## config.mk

```make
export PLATFORM = sky130hd
export DESIGN_NAME = frag_fb_writer
export DESIGN_NICKNAME = d
export VERILOG_FILES = /design/src/rtl/gpu_fb_pkg.sv /design/src/rtl/frag_fifo.sv /design/src/rtl/frag_fb_writer.sv
export SDC_FILE = /design/constraint.sdc
export NUM_CORES = 1
export LEC_CHECK = 0
export ABC_AREA = 1
export CORE_ASPECT_RATIO = 1.5
export CORE_MARGIN = 2
export CORE_UTILIZATION = 62
export DETAILED_ROUTE_END_ITERATION = 8
export DONT_BUFFER_PORTS = 1
export HOLD_SLACK_MARGIN = 0.08
export PLACE_DENSITY = 0.78
export SYNTH_ARGS = -nofsm -noshare
export SYNTH_HDL_FRONTEND = slang
export SYNTH_SLANG_ARGS = --single-unit
export TNS_END_PERCENT = 10
```

## constraint.sdc

```tcl
create_clock -name I_CLK -period 3.5 [get_ports I_CLK]
set_clock_uncertainty 0.1 [all_clocks]
set_input_delay 0.35 -clock I_CLK [delete_from_list [all_inputs] [get_ports I_CLK]]
set_output_delay 0.35 -clock I_CLK [all_outputs]
set_load 0.05 [all_outputs]
```

## src/rtl/gpu_fb_pkg.sv

```systemverilog
// Shared framebuffer geometry, fragment record and FSM encoding for the GPU
// fragment write path.
package gpu_fb_pkg;

    localparam int FB_WIDTH_DEF  = 320;
    localparam int FB_HEIGHT_DEF = 240;
    localparam int FB_PIXELS     = FB_WIDTH_DEF * FB_HEIGHT_DEF;

    localparam int ADDR_W  = 18;
    localparam int COORD_W = 10;
    localparam int CH_W    = 4;
    localparam int COLOR_W = 3 * CH_W;
    localparam int DATA_W  = 16;

    typedef struct packed {
        logic [ADDR_W-1:0]  addr;
        logic [COLOR_W-1:0] color;
    } frag_t;

    typedef enum logic [1:0] {
        ST_IDLE  = 2'd0,
        ST_DRAIN = 2'd1,
        ST_CLEAR = 2'd2
    } fb_state_t;

    function automatic logic [DATA_W-1:0] pack_rgb444(input logic [COLOR_W-1:0] c);
        return {{(DATA_W-COLOR_W){1'b0}}, c};
    endfunction

endpackage

```

## src/rtl/frag_fifo.sv

```systemverilog
// Synchronous first-word-fall-through FIFO with a flush that empties it in
// one cycle; flush takes priority over a same-cycle push.
module frag_fifo #(
    parameter int WIDTH = 30,
    parameter int DEPTH = 16
) (
    input  logic             I_CLK,
    input  logic             I_RST_N,
    input  logic             I_FLUSH,
    input  logic             I_PUSH,
    input  logic             I_POP,
    input  logic [WIDTH-1:0] I_DATA,
    output logic [WIDTH-1:0] O_DATA,
    output logic             O_FULL,
    output logic             O_EMPTY
);

    localparam int PW = $clog2(DEPTH);

    logic [WIDTH-1:0] mem [DEPTH];
    logic [PW:0]      wr_ptr, rd_ptr;
    logic             do_push, do_pop;

    // Extra pointer bit separates full from empty when the indices match.
    assign O_EMPTY = (wr_ptr == rd_ptr);
    assign O_FULL  = (wr_ptr[PW] != rd_ptr[PW]) && (wr_ptr[PW-1:0] == rd_ptr[PW-1:0]);
    assign O_DATA  = mem[rd_ptr[PW-1:0]];
    assign do_push = I_PUSH && !O_FULL && !I_FLUSH;
    assign do_pop  = I_POP && !O_EMPTY && !I_FLUSH;

    always_ff @(posedge I_CLK) begin
        if (!I_RST_N || I_FLUSH) begin
            wr_ptr <= '0;
            rd_ptr <= '0;
        end else begin
            if (do_push) wr_ptr <= wr_ptr + 1'b1;
            if (do_pop)  rd_ptr <= rd_ptr + 1'b1;
        end
    end

    always_ff @(posedge I_CLK) begin
        if (do_push) mem[wr_ptr[PW-1:0]] <= I_DATA;
    end

endmodule

```

## src/rtl/frag_fb_writer.sv

```systemverilog
// Buffers rasterized fragments and writes them to the framebuffer during video
// blanking; also sweeps a full-screen clear.
module frag_fb_writer
    import gpu_fb_pkg::*;
#(
    parameter int FB_WIDTH   = FB_WIDTH_DEF,
    parameter int FB_HEIGHT  = FB_HEIGHT_DEF,
    parameter int FIFO_DEPTH = 16
) (
    input  logic               I_CLK,
    input  logic               I_RST_N,
    input  logic               I_FRAG_VALID,
    output logic               O_FRAG_READY,
    input  logic [COORD_W-1:0] I_FRAG_X,
    input  logic [COORD_W-1:0] I_FRAG_Y,
    input  logic [COLOR_W-1:0] I_FRAG_COLOR,
    input  logic               I_CLEAR,
    input  logic [COLOR_W-1:0] I_CLEAR_COLOR,
    input  logic               I_VIDEO_ON,
    output logic [ADDR_W-1:0]  O_GPU_ADDR,
    output logic [DATA_W-1:0]  O_GPU_DATA,
    output logic               O_GPU_WRITE,
    output logic               O_GPU_READ,
    output logic               O_BUSY,
    output logic [15:0]        O_DROP_COUNT
);

    localparam logic [ADDR_W-1:0] LAST_ADDR = ADDR_W'(FB_WIDTH * FB_HEIGHT - 1);

    fb_state_t          state, state_nxt;
    logic [ADDR_W-1:0]  clr_cnt;
    logic [COLOR_W-1:0] clr_color;
    logic [15:0]        drop_cnt;
    frag_t              push_frag, head_frag;
    logic               fifo_full, fifo_empty, fifo_push, fifo_pop;
    logic               accept, in_bounds, clear_step;

    assign O_FRAG_READY = !fifo_full && (state != ST_CLEAR);
    assign O_BUSY       = (state != ST_IDLE) || !fifo_empty;
    assign O_GPU_READ   = 1'b0;
    assign O_DROP_COUNT = drop_cnt;

    assign accept    = I_FRAG_VALID && O_FRAG_READY;
    assign in_bounds = (32'(I_FRAG_X) < 32'(FB_WIDTH)) && (32'(I_FRAG_Y) < 32'(FB_HEIGHT));
    assign push_frag = '{addr:  ADDR_W'(I_FRAG_Y) * ADDR_W'(FB_WIDTH) + ADDR_W'(I_FRAG_X),
                         color: I_FRAG_COLOR};
    assign fifo_push = accept && in_bounds;
    // A clear request in any state outranks both the drain and the clear sweep.
    assign fifo_pop   = (state == ST_DRAIN) && !I_CLEAR && !I_VIDEO_ON && !fifo_empty;
    assign clear_step = (state == ST_CLEAR) && !I_CLEAR && !I_VIDEO_ON;

    frag_fifo #(
        .WIDTH ($bits(frag_t)),
        .DEPTH (FIFO_DEPTH)
    ) u_fifo (
        .I_CLK   (I_CLK),
        .I_RST_N (I_RST_N),
        .I_FLUSH (I_CLEAR),
        .I_PUSH  (fifo_push),
        .I_POP   (fifo_pop),
        .I_DATA  (push_frag),
        .O_DATA  (head_frag),
        .O_FULL  (fifo_full),
        .O_EMPTY (fifo_empty)
    );

    always_comb begin
        state_nxt = state;
        case (state)
            ST_IDLE: begin
                if (I_CLEAR)          state_nxt = ST_CLEAR;
                else if (!fifo_empty) state_nxt = ST_DRAIN;
            end
            ST_DRAIN: begin
                if (I_CLEAR)         state_nxt = ST_CLEAR;
                else if (fifo_empty) state_nxt = ST_IDLE;
            end
            ST_CLEAR: begin
                if (clear_step && clr_cnt == LAST_ADDR) state_nxt = ST_IDLE;
            end
            default: state_nxt = ST_IDLE;
        endcase
    end

    always_ff @(posedge I_CLK) begin
        if (!I_RST_N) begin
            state       <= ST_IDLE;
            clr_cnt     <= '0;
            clr_color   <= '0;
            drop_cnt    <= '0;
            O_GPU_ADDR  <= '0;
            O_GPU_DATA  <= '0;
            O_GPU_WRITE <= 1'b0;
        end else begin
            state       <= state_nxt;
            O_GPU_WRITE <= fifo_pop || clear_step;
            if (fifo_pop) begin
                O_GPU_ADDR <= head_frag.addr;
                O_GPU_DATA <= pack_rgb444(head_frag.color);
            end else if (clear_step) begin
                O_GPU_ADDR <= clr_cnt;
                O_GPU_DATA <= pack_rgb444(clr_color);
            end
            if (I_CLEAR) begin
                clr_color <= I_CLEAR_COLOR;
                clr_cnt   <= '0;
            end else if (clear_step) begin
                clr_cnt <= clr_cnt + 1'b1;
            end
            if (accept && !in_bounds && drop_cnt != 16'hFFFF)
                drop_cnt <= drop_cnt + 1'b1;
        end
    end

endmodule

```

==> results.txt, run 1 <==
* Status: complete, no violations
* Max transition margin: 0.1646
* Mapped Avg Cell Area: 11.27 um^2
* FF+latch count, synth: 573
- Worst min-delay path category: input port to flop
- Wire length of the first global-routing pass: 92.92 mm
- Clk Tree Root Cell: clkbuf_16
- Final Hold Violating Endpoints: 0
- Count of endpoints failing setup in the final report: 0
- Horizontal extent of the die: 164.8 um
- Including well taps, the total number of placed cells is 2559.
- Final Cycle Share: 0.8610
- Max cap viols: 0
- Largest fanout of any net on the critical path: 84
* Final net count: 2231
- The die covers 0.04041 mm^2.
* Worst setup path class: flop to flop
- Final-report max-slew violation count: 0
- In this run the static leakage power is 9.130 nW.
* Growth of design area from synthesis to finish: 11.21%
- Static timing analysis puts the maximum clock frequency at 331.8 MHz.
- The critical path contains buffers and inverters numbering 4 combined.
- The share of the Yosys chip area taken by registers is 0.6768.
* Most common cell in the synthesized netlist: edfxtp_1
- Synth top cells by count: edfxtp_1 (480), nor2_1 (417), o21ai_0 (287)
- edfxtp_1 takes more of the synthesized area than any other cell.
- Counting every sink on the clock net gives 573.
- Clk Latency, worst-skew pair: 0.57 ns
- Overall die height: 245.2 um
- Synthesis produced a netlist whose cell count is around 2.1k.
* Remaining global-route overflow: 0
* Final non-filler cell total: about 2.7k
* Crit path top cell by count: nand2_1
- The via count of the first global-routing pass is 16.82k.
* Unrepaired setup endpoints after global routing: no
- Number of antenna violations at the first check in global routing: 2
- Cell Area, Synth: 0.02405 mm^2
- Routed vias/inst: 6.360
- For this run, the slowest stage of the critical path takes 0.56 ns.
* Top cells by area in the synthesized netlist: edfxtp_1 (60%), dfxtp_1 (7.7%), nor2_1 (6.5%)
* CTS Buffer Depth: 3
- For this run, the leading register cell type out of synthesis is edfxtp_1.
- Pin count of the biggest net entering global routing: 130
- Counting the buffers created by CTS gives between 40 and 50.
- TritonCTS built the clock tree.
* Type of element launching the critical path: flop
* Fraction of layout instances using a drive strength above 1: 0.08086
- The floorplan has just under 90 rows.
- 103 I/O pins were placed.
- Mean routed wirelength per cell: about 23 um
* Worst slack on hold paths: 0.1621 ns
* Synth Warn #: 0
* Hold Path Origin: I_CLEAR
- Required time of the worst setup path: 3.91 ns
* Number of violations reported at the end of detailed-routing iteration 0: 2270
- The HPWL after detailed placement is 36.49 mm.
* First-pass DRT Iterations: 6
- For flop-to-flop paths, the worst setup slack is 0.49 ns.
- At the worst endpoint, the arrival time is 3.43 ns.
- Least-Margin Pin Slew: between 1 and 1.5 ns
* Starting density of the core: 0.6276
- In this run the power density over the cells is 506.9 mW/mm^2.
* Placeable core region: 0.03832 mm^2
* CP top delay family: buffers and inverters
* Count of unique library cells instantiated by Yosys: 45
* Critical R2R Capture: O_GPU_ADDR[1]
- Clock slew seen by the registers of the worst setup and hold paths: 0.06 ns
- Wirelength, routed: 60.86 mm
- Total number of vias: 17.08k
* Worst reg-to-reg path cell count: 13
- Cell Chain, Critical Path: inv_6 -> buf_4 -> nand2_1 -> nand3_1 -> nand3_1 -> nand2_1 -> nand2_1 -> nand2_1 -> nand2_1 -> nand3_1 -> nand2_1 -> dlygate4sd3_1 -> inv_1
* Number of nets with antenna violations after routing: 0
* Element type at the critical path end: flop
- Residual DRC count: 0
- Number of enable-type register cells in the synthesized netlist: 480
* Final-layout fill cell count: 2564
* Routability congestion estimate from global placement: around 0.85
* Cell with the biggest individual delay on the critical path: dlygate4sd3_1
- Async SR Flop Fraction: 0
- Number of stages on the worst hold path: 3
* PortBufs: 0
* Min Clock Period, post-route: around 3 ns
- The H-tree generated during clock tree synthesis spans 2 levels.
* Global Route Usage Sum: 0.3028
* Worst Hold End: clr_color[1]
* Peak VDD IR: 394.6 uV
- Share of Yosys cell area claimed by the top area cell type: 0.5994
==> per-layer routing <==
| metal | GRT usage | share of wire | up-vias |
|---|---|---|---|
| met3 | 0.05171 | 0.099 | 166 |
| met1 | 0.3929 | 0.37 | 8304 |
| met4 | 0.1238 | 0.038 | 0 |
| li1 | - | - | 7652 |
| met5 | 0 | 0 | - |
| met2 | 0.5076 | 0.50 | 962 |
==> sequential cells by signal, indices dropped and copies added (netlist names), named ones only <==
register,count
clr_color,12
state,2
u_fifo.rd_ptr,5
O_DROP_COUNT,16
O_GPU_WRITE,1
O_GPU_ADDR,18
clr_cnt,18
u_fifo.wr_ptr,5
u_fifo.mem,480
O_GPU_DATA,12
==> how the worst max path moves through the flow <==
stage,from,slack [ns],cells past startpoint,end
after CTS,flop,0.50,13,O_GPU_ADDR[1]
after floorplan,I_FRAG_Y[9],0.51,7,u_fifo.mem[0][0]
after global routing,I_FRAG_Y[1],0.26,11,u_fifo.mem[10][27]
final,flop,0.49,13,O_GPU_ADDR[1]
after global placement,I_FRAG_Y[1],0.12,11,u_fifo.mem[5][27]
after detailed placement,I_FRAG_Y[1],-0.05,11,u_fifo.mem[5][27]
==> tightest hold or removal path: cells and delay by family <==
family                 cells  cell delay, ns
AND/OR/NAND/NOR            2            0.22
buffers and inverters      1            0.21
==> timing repair <==
action	4_1_cts	5_1_grt
setup endpoints to repair	0	0
hold buffers	39	0
setup buffers	0	0
endpoints found under the hold margin	361	0
gates resized for setup	0	0
==> final cells by class <==
| cell class | count | area (um^2) | area share |
|---|---|---|---|
| inverters | 82 | 315.3 | 0.01179 |
| multi-input cells | 1351 | 6948 | 0.2598 |
| diodes | 2 | 5.005 | 0.0001871 |
| repair buffers | 97 | 1049 | 0.03920 |
| well taps | 495 | 619.3 | 0.02316 |
| clock inverters | 21 | 210.2 | 0.007860 |
| flip-flops and latches | 573 | 16280 | 0.6087 |
| clock buffers | 65 | 1318 | 0.04926 |
==> power by group <==
| part | leakage [nW] | switching, W | total (W) | internal (W) |
|---|---|---|---|---|
| registers | 5.07 | 0.0000723 | 0.00765 | 0.00758 |
| logic | 3.33 | 0.000492 | 0.000666 | 0.000173 |
| clock network | 0.735 | 0.00231 | 0.00524 | 0.00293 |
==> kinds of logic after synthesis <==
group / count (synthesis) / synth area share
AO/OA/AOI/OAI: 505 / 0.1212
adder cells (fa/ha/maj): 29 / 0.01571
other: 1 / 0.0001559
XOR/XNOR: 26 / 0.009469
buffers and inverters: 214 / 0.04022
AND/OR/NAND/NOR: 786 / 0.1364
flip-flops: 573 / 0.6768
==> placed cells by master (no fill, tap or decap), types with 3 or more instances in the layout <==
cell type and n:
conb_1 5, bufinv_16 4, clkinv_1 10, nand3b_1 4, dfxtp_1 91, nand2_2 4
clkbuf_1 14, edfxtp_1 480, o221ai_1 28, xnor2_1 9, nor2_1 401, o21bai_1 3
a21oi_1 45, inv_2 10, clkinv_2 3, nor3_1 12, ha_1 27, buf_4 41
inv_1 70, xor2_1 16, or2_2 6, clkbuf_16 50, nand4_1 12, o211ai_1 92
nor2_4 19, nand3_1 116, o21ai_0 287, buf_12 18, o21ai_1 17, a31oi_1 30
nor2_2 6, nand2_1 195, dlygate4sd3_1 38
==> per-stage QoR <==
step / power [W] / TNS, ns / utilization / instance area [um^2] / setup slack [ns]
2_1_floorplan: 0.008148 / 0 / - / 24060 / 0.5075
3_3_place_gp: 0.008316 / 0 / 0.6475 / 24810 / 0.1241
3_5_place_dp: 0.008346 / -0.8140 / 0.6475 / 24810 / -0.05125
4_1_cts: 0.01357 / 0 / 0.6979 / 26740 / 0.4973
5_1_grt: 0.01390 / 0 / 0.6979 / 26740 / 0.2607
6_report: 0.01356 / 0 / 0.6980 / 26740 / 0.4865
No activity file was read; power rests on OpenSTA's default activity.
==> run 2: changes to the inputs <==
- CORE_UTILIZATION: 62 -> 55
- CTS_CLUSTER_DIAMETER: unset -> 80
- PLACE_DENSITY: 0.78 -> 0.68
==> results.txt, run 2 (synthesis results as in run 1) <==
* Mean routed wirelength per cell: 21.67 um (-4.4%)
* Pin count of the biggest net entering global routing: 155 (+19%)
* Clk Latency, worst-skew pair: 0.58 ns (about the same)
* Total negative slack: 0 ns (unchanged)
- The flow ran to the end, and the final reports show no timing, DRC or antenna violations.
- The ratio of cells with drive above 1 in the final layout was 0.08459 (+0.003732).
* Clk Tree Root Cell: clkbuf_16
* CTS HTree Levels: 2 (unchanged)
- The global-route wire length before repair was 91.23 mm (-1.8%).
* Max transition margin: 0.2433 (+0.07867)
- Clock slew seen by the registers of the worst setup and hold paths: 0.07 ns (about the same)
* Crit path buffers/inverters: 1 (-3)
- The number of buffers between clock root and the deepest sink is 3 (unchanged).
- Leaving out fill and tap cells, the most frequent cell in the layout is edfxtp_1.
* Number of nets with antenna violations after routing: 0 (unchanged)
- Post-route total power: 0.01379 W (+1.7%)
* Std cell rows: 93 (+5.7%)
- The total core area came to 0.04305 mm^2 (+12%).
- The highest cell delay on the worst timing path came to 0.90 ns (+0.34 ns).
- Crit path to: u_fifo.mem[0][27]
- Min Clock Period, post-route: 2.915 ns (-0.09803 ns)
* Growth of design area from synthesis to finish: 11.55%
- Cell with the biggest individual delay on the critical path: xnor2_1
- The width of the chip is 174.7 um (+6.0%).
* PortBufs: 0 (unchanged)
- The die boundary height is 260.1 um (+6.1%).
* CP top delay family: adder cells
* Critical R2R Capture: O_DROP_COUNT[1]
* LEAKAGE: 9.135 nW (about the same)
- The sum of overflow across all layers after global routing came to 0 (unchanged).
- Worst min-delay path category: input port to flop
- The final hold violation count is 0 (unchanged).
- Residual DRC count: 0 (unchanged)
- Final net count: 2225 (-0.27%)
- Least-Margin Pin Slew: 1.127 ns (-0.1219 ns)
- The critical path goes through ha_1 -> ha_1 -> fa_1 -> nand2_1 -> inv_1 -> nand4_1 -> nand3_1 -> nand2_1 -> nor2_1 -> nand3_1 -> xnor2_1.
* First-pass DRT Iterations: 5 (-1)
- Die area: 0.04545 mm^2 (+12%)
- The worst setup path is captured at a flop.
* Final Cycle Share: 0.8330 (-0.02801)
- STA classifies the critical path startpoint as an input port.
- Setup repair after global routing left no endpoint under its margin.
- Peak VDD IR: 375.8 uV (-4.8%)
- DP Wirelength: 36.41 mm (-0.23%)
- The routability congestion estimate came to 0.8812 (+4.2%).
* Required time of the worst setup path: 3.62 ns (-0.29 ns)
- TritonCTS built the clock tree.
* Worst reg-to-reg path cell count: 11 (-2)
- Setup crit start: I_FRAG_Y[1]
- Starting density of the core: 0.5586 (-0.06905)
- The final number of max-transition violations is 0 (unchanged).
- Finished layout cell area: 0.02682 mm^2 (+0.30%)
* Commonest cells after routing, fill and taps aside: edfxtp_1 (480), nor2_1 (401), o21ai_0 (287), nand2_1 (195), nand3_1 (116)
- I/O pin count: 103 (unchanged)
- Cts bufs inserted: 49 (+2.1%)
- The number of flip-flops under the largest register name is 480 (unchanged).
- Count of cell instances traversed by the critical path: 11 (-2)
* Number of violations reported at the end of detailed-routing iteration 0: 1592 (-30%)
* Routed vias/inst: 5.954 (-6.4%)
- The placed cell area is 0.02483 mm^2 (about the same).
- Max Clock Freq: 343.0 MHz (+3.4%)
* Number of antenna violations at the first check in global routing: 2 (unchanged)
* Global Route Usage Sum: 0.2628 (-0.03999)
- Number of buffers added for setup after CTS: 0 (unchanged)
- Vias in the first global route: 15.91k (-5.4%)
* Wirelength, routed: 59.76 mm (-1.8%)
- Reg-to-Reg Start: O_DROP_COUNT[3]
- R2R setup slack: 0.73 ns (+0.24 ns)
- Largest fanout of any net on the critical path: 16 (-81%)
* Max cap viols: 0 (unchanged)
- Worst Path Arrival: 3.03 ns (-0.40 ns)
- Count of clock tree sinks: 573 (unchanged)
* Pwr Density: 514.0 mW/mm^2 (+1.4%)
- Worst setup path class: input port to flop
- Count of endpoints failing setup in the final report: 0 (unchanged)
- The count of vias placed by the detailed router came to 16.42k (-3.9%).
[run 2: cell types whose count changed in the layout (fill, tap and decap cells not counted), sizes merged]
cell and delta:
buf -4, clkbuf +5, dlygate4sd3 -3, clkinv -1, diode -1, bufinv +1
[run 2: worst min-delay path by stage]
stage                          from           endpoint  cells past startpoint  slack, ns
floorplan               clr_cnt[11]        clr_cnt[11]                      1       0.34
global placement    I_FRAG_COLOR[3]  u_fifo.mem[14][3]                      0       0.35
detailed placement  I_FRAG_COLOR[3]  u_fifo.mem[14][3]                      0       0.35
global route             I_VIDEO_ON        O_GPU_WRITE                      3       0.15
CTS                      I_VIDEO_ON        O_GPU_WRITE                      3       0.12
finish                   I_VIDEO_ON        O_GPU_WRITE                      3       0.14
[run 2: what timing repair did]
item | in CTS | in global routing
hold buffers | 36 | 0
endpoints found under the hold margin | 364 | 0
gates resized for setup | 0 | 0
[run 2: final cells by class]
type	count	area [um^2]
Clock inverter	21	237.7
Multi-Input combinational cell	1351	6955
Antenna cell	1	2.502
Timing Repair Buffer	90	938.4
Fill cell	3313	16230
Sequential cell	573	16280
Tap cell	570	713.2
Inverter	82	315.3
Clock buffer	70	1380
[run 2: worst min-delay path, stage by stage]
cell and delay [ns]:
nor2_2 0.03, nand2_4 0.26, a21oi_1 0.11
[run 2: where the power goes]
part	switching, W	internal (W)	total, W
combinational	0.000482	0.000172	0.000654
sequential	0.0000741	0.00757	0.00765
clock	0.00237	0.00312	0.00549
[run 2: per-layer routing]
| layer | global-route usage | up-vias | wire, um |
|---|---|---|---|
| li1 | - | 7661 | - |
| met1 | 0.3412 | 7991 | 23390 |
| met2 | 0.4515 | 669 | 30020 |
| met3 | 0.04532 | 99 | 4787 |
| met4 | 0.08495 | 2 | 1544 |
| met5 | 0 | - | 13 |
[run 2: metrics by stage]
step / utilization / hold slack, ns / setup WS, ns / cells
after floorplan: - / 0.3434 / 0.5075 / 2138
after global placement: 0.5768 / 0.3499 / 0.07667 / 2630
after detailed placement: 0.5768 / 0.3497 / 0.05332 / 2630
after CTS: 0.6230 / 0.1207 / 0.6587 / 2757
after global routing: 0.6230 / 0.1511 / 0.3327 / 2757
final: 0.6230 / 0.1386 / 0.5845 / 2758
==> run 3: changes to the inputs <==
- clock period: 3.5 -> 2.8 ns (I/O delays scaled with it)
==> results.txt, run 3 (synthesis results as in run 1) <==
* Final Hold Violating Endpoints: 0 (unchanged)
- The measured slew at the worst slew-check pin is 1.213 ns (+0.08612 ns).
- The post-CTS repair timing setup buffer count is 0 (unchanged).
- The sum of overflow across all layers after global routing was 0 (unchanged).
* Finished layout cell area: 0.02763 mm^2 (+3.0%)
- Worst min-delay path category: input port to flop
- Number of nets with antenna violations after routing: 0 (unchanged)
- The worst setup path is of the flop to flop kind.
- Mean routed wirelength per cell: 22.19 um (+2.4%)
- The pin count of the biggest net entering global routing is 134 (-14%).
- Overall die height: 260.1 um (unchanged)
- Largest fanout of any net on the critical path: 22 (+6)
- The ratio of cells with drive above 1 in the final layout came to 0.1078 (+0.02319).
- Routed vias/inst: 5.989 (+0.58%)
* TritonCTS clock tree: done
- Antenna fix cells: 0 (-1)
- Post-route total power: 0.01794 W (+30%)
* Commonest cells after routing, fill and taps aside: edfxtp_1 (480), nor2_1 (401), o21ai_0 (287), nand2_1 (195), nand3_1 (116)
- Status: complete, no violations
- The clock transition time at the flip-flop clock pins of the worst setup and hold paths was 0.07 ns (about the same).
* Count of endpoints failing setup in the final report: 0 (unchanged)
- Max FFs per register: 480 (unchanged)
- The remaining design rule violation count came to 0 (unchanged).
* Global Route Usage Sum: 0.2718 (+0.008986)
* Top Usage Layer GRT: met2
- The reported max-cap violation count is 0 (unchanged).
* Pwr Density: 649.6 mW/mm^2 (+26%)
* Clk Latency, worst-skew pair: 0.58 ns (about the same)
- Most common cell after layout, fill and taps aside: edfxtp_1
- I/O pin count: 103 (unchanged)
- Number of violations reported at the end of detailed-routing iteration 0: 1783 (+12%)
* Die area: 0.04545 mm^2 (unchanged)
* Element type at the critical path end: flop
- The worst setup path is launched from a flop.
- Wirelength, routed: 62.25 mm (+4.2%)
* Final-layout fill cell count: 3268 (-1.4%)
* PortBufs: 0 (unchanged)
* Max Clock Freq: a little under 400 MHz
* Count of clock tree sinks: 573 (unchanged)
* Total number of vias: 16.80k (+2.3%)
- The placed cell area came to 0.02538 mm^2 (+2.2%).
- The clock period could shrink to roughly 2.6 ns.
- The worst setup margin is 0.2026 ns (-0.3819 ns).
- The routability congestion estimate was 0.8568 (-2.8%).
* Met1 GRT Util: 0.3406 (-0.0006423)
- Max transition margin: 0.1885 (-0.05476)
* Peak VDD IR: 518.8 uV (+38%)
- GR met3 Demand/Resource: 0.04137 (-0.003947)
- Worst Path Arrival: 2.97 ns (-0.06 ns)
* Starting density of the core: 0.5586 (unchanged)
* Placeable core region: 0.04305 mm^2 (unchanged)
* Cts bufs inserted: 51 (+4.1%)
- The number of buffers between clock root and the deepest sink was 3 (unchanged).
* Clk Tree Root Cell: clkbuf_16
* LEAKAGE: 9.538 nW (+4.4%)
- From synthesis to final layout, the design area changed by 14.87%.
- The via count of the first global-routing pass was 16.52k (+3.8%).
* Required time of the worst setup path: 3.17 ns (-0.45 ns)
- The net total in the final layout came to 2271 (+2.1%).
- Number of antenna violations at the first check in global routing: 0 (-2)
- The worst slack after detailed placement is -0.3901 ns (-0.4435 ns).
- Wire length of the first global-routing pass: 94.47 mm (+3.6%)
- DP Wirelength: 37.05 mm (+1.8%)
- Std cell rows: 93 (unchanged)
- Total negative slack: 0 ns (unchanged)
- Setup repair after global routing left no endpoint under its margin.
- The maximum level of the CTS H-tree is 2 (unchanged).
* Final Cycle Share: 0.9277
- Final-report max-slew violation count: 0 (unchanged)
* Global routing met2 resource utilization: 0.4805 (+0.02899)
* Horizontal extent of the die: 174.7 um (unchanged)
- First-pass DRT Iterations: 6 (+1)
run 3: changes by cell type in the layout (fill, tap and decap cells not counted), moves of 3 or more:
| cell | previous run | this run |
|---|---|---|
| buf_12 | 14 | 33 |
| buf_4 | 41 | 63 |
| bufinv_16 | 5 | 10 |
| clkbuf_1 | 12 | 4 |
| clkbuf_2 | 3 | 0 |
| clkbuf_8 | 5 | 2 |
| clkinv_4 | 0 | 4 |
| clkinvlp_4 | 2 | 7 |
| inv_6 | 1 | 4 |
run 3: critical path: stages (launching register included):
cell and delay [ns]:
dfxtp_1 0.44, inv_1 0.12, nand2_1 0.07, nand2_1 0.05, nor2_1 0.22, nand3b_2 0.16, nand2_2 0.13, inv_2 0.25
nand2_1 0.21, nand3_1 0.09, nand2_1 0.06, dlygate4sd3_1 0.55, inv_1 0.04
run 3: routing by layer:
metal,vias up,share of wire
li1,7753,-
met1,8205,0.38
met2,717,0.51
met3,129,0.075
met4,0,0.030
met5,-,0
run 3: report_power, final:
| part | switching [W] | internal, W |
|---|---|---|
| Clock | 0.00314 | 0.00441 |
| Combinational | 0.000587 | 0.000250 |
| Sequential | 0.0000895 | 0.00947 |
run 3: worst paths after layout:
path | from | to | slack, ns | depth (start not counted)
worst min register to register | clr_cnt[16] | clr_cnt[16] | 0.40 | 2
worst min-delay path | I_FRAG_VALID | O_DROP_COUNT[6] | 0.12 | 4
worst max register to register | u_fifo.wr_ptr[1] | O_GPU_ADDR[1] | 0.20 | 12
worst max-delay path | u_fifo.wr_ptr[1] | O_GPU_ADDR[1] | 0.20 | 12
run 3: cell type report:
| cell class | count | area [um^2] | area share |
|---|---|---|---|
| clock buffer | 58 | 1344 | 0.04864 |
| clock inverter | 38 | 489.2 | 0.01771 |
| inverter | 82 | 315.3 | 0.01141 |
| multi-input combinational | 1351 | 6948 | 0.2515 |
| sequential | 573 | 16280 | 0.5894 |
| tap | 570 | 713.2 | 0.02582 |
| timing repair buffer | 134 | 1534 | 0.05553 |
run 3: per-stage QoR:
stage,instances,utilization,hold WS [ns]
5_1_grt,2806,0.6416,0.1487
4_1_cts,2806,0.6414,0.09416
6_report,2806,0.6416,0.1174
2_1_floorplan,2138,-,0.2789
3_5_place_dp,2672,0.5896,0.2795
3_3_place_gp,2672,0.5896,0.2796
run 3: what timing repair did:
action                                  CTS  global route
gates resized for setup                   0             2
endpoints found under the setup margin    0            17
hold buffers                             38             0
endpoints found under the hold margin   366             0
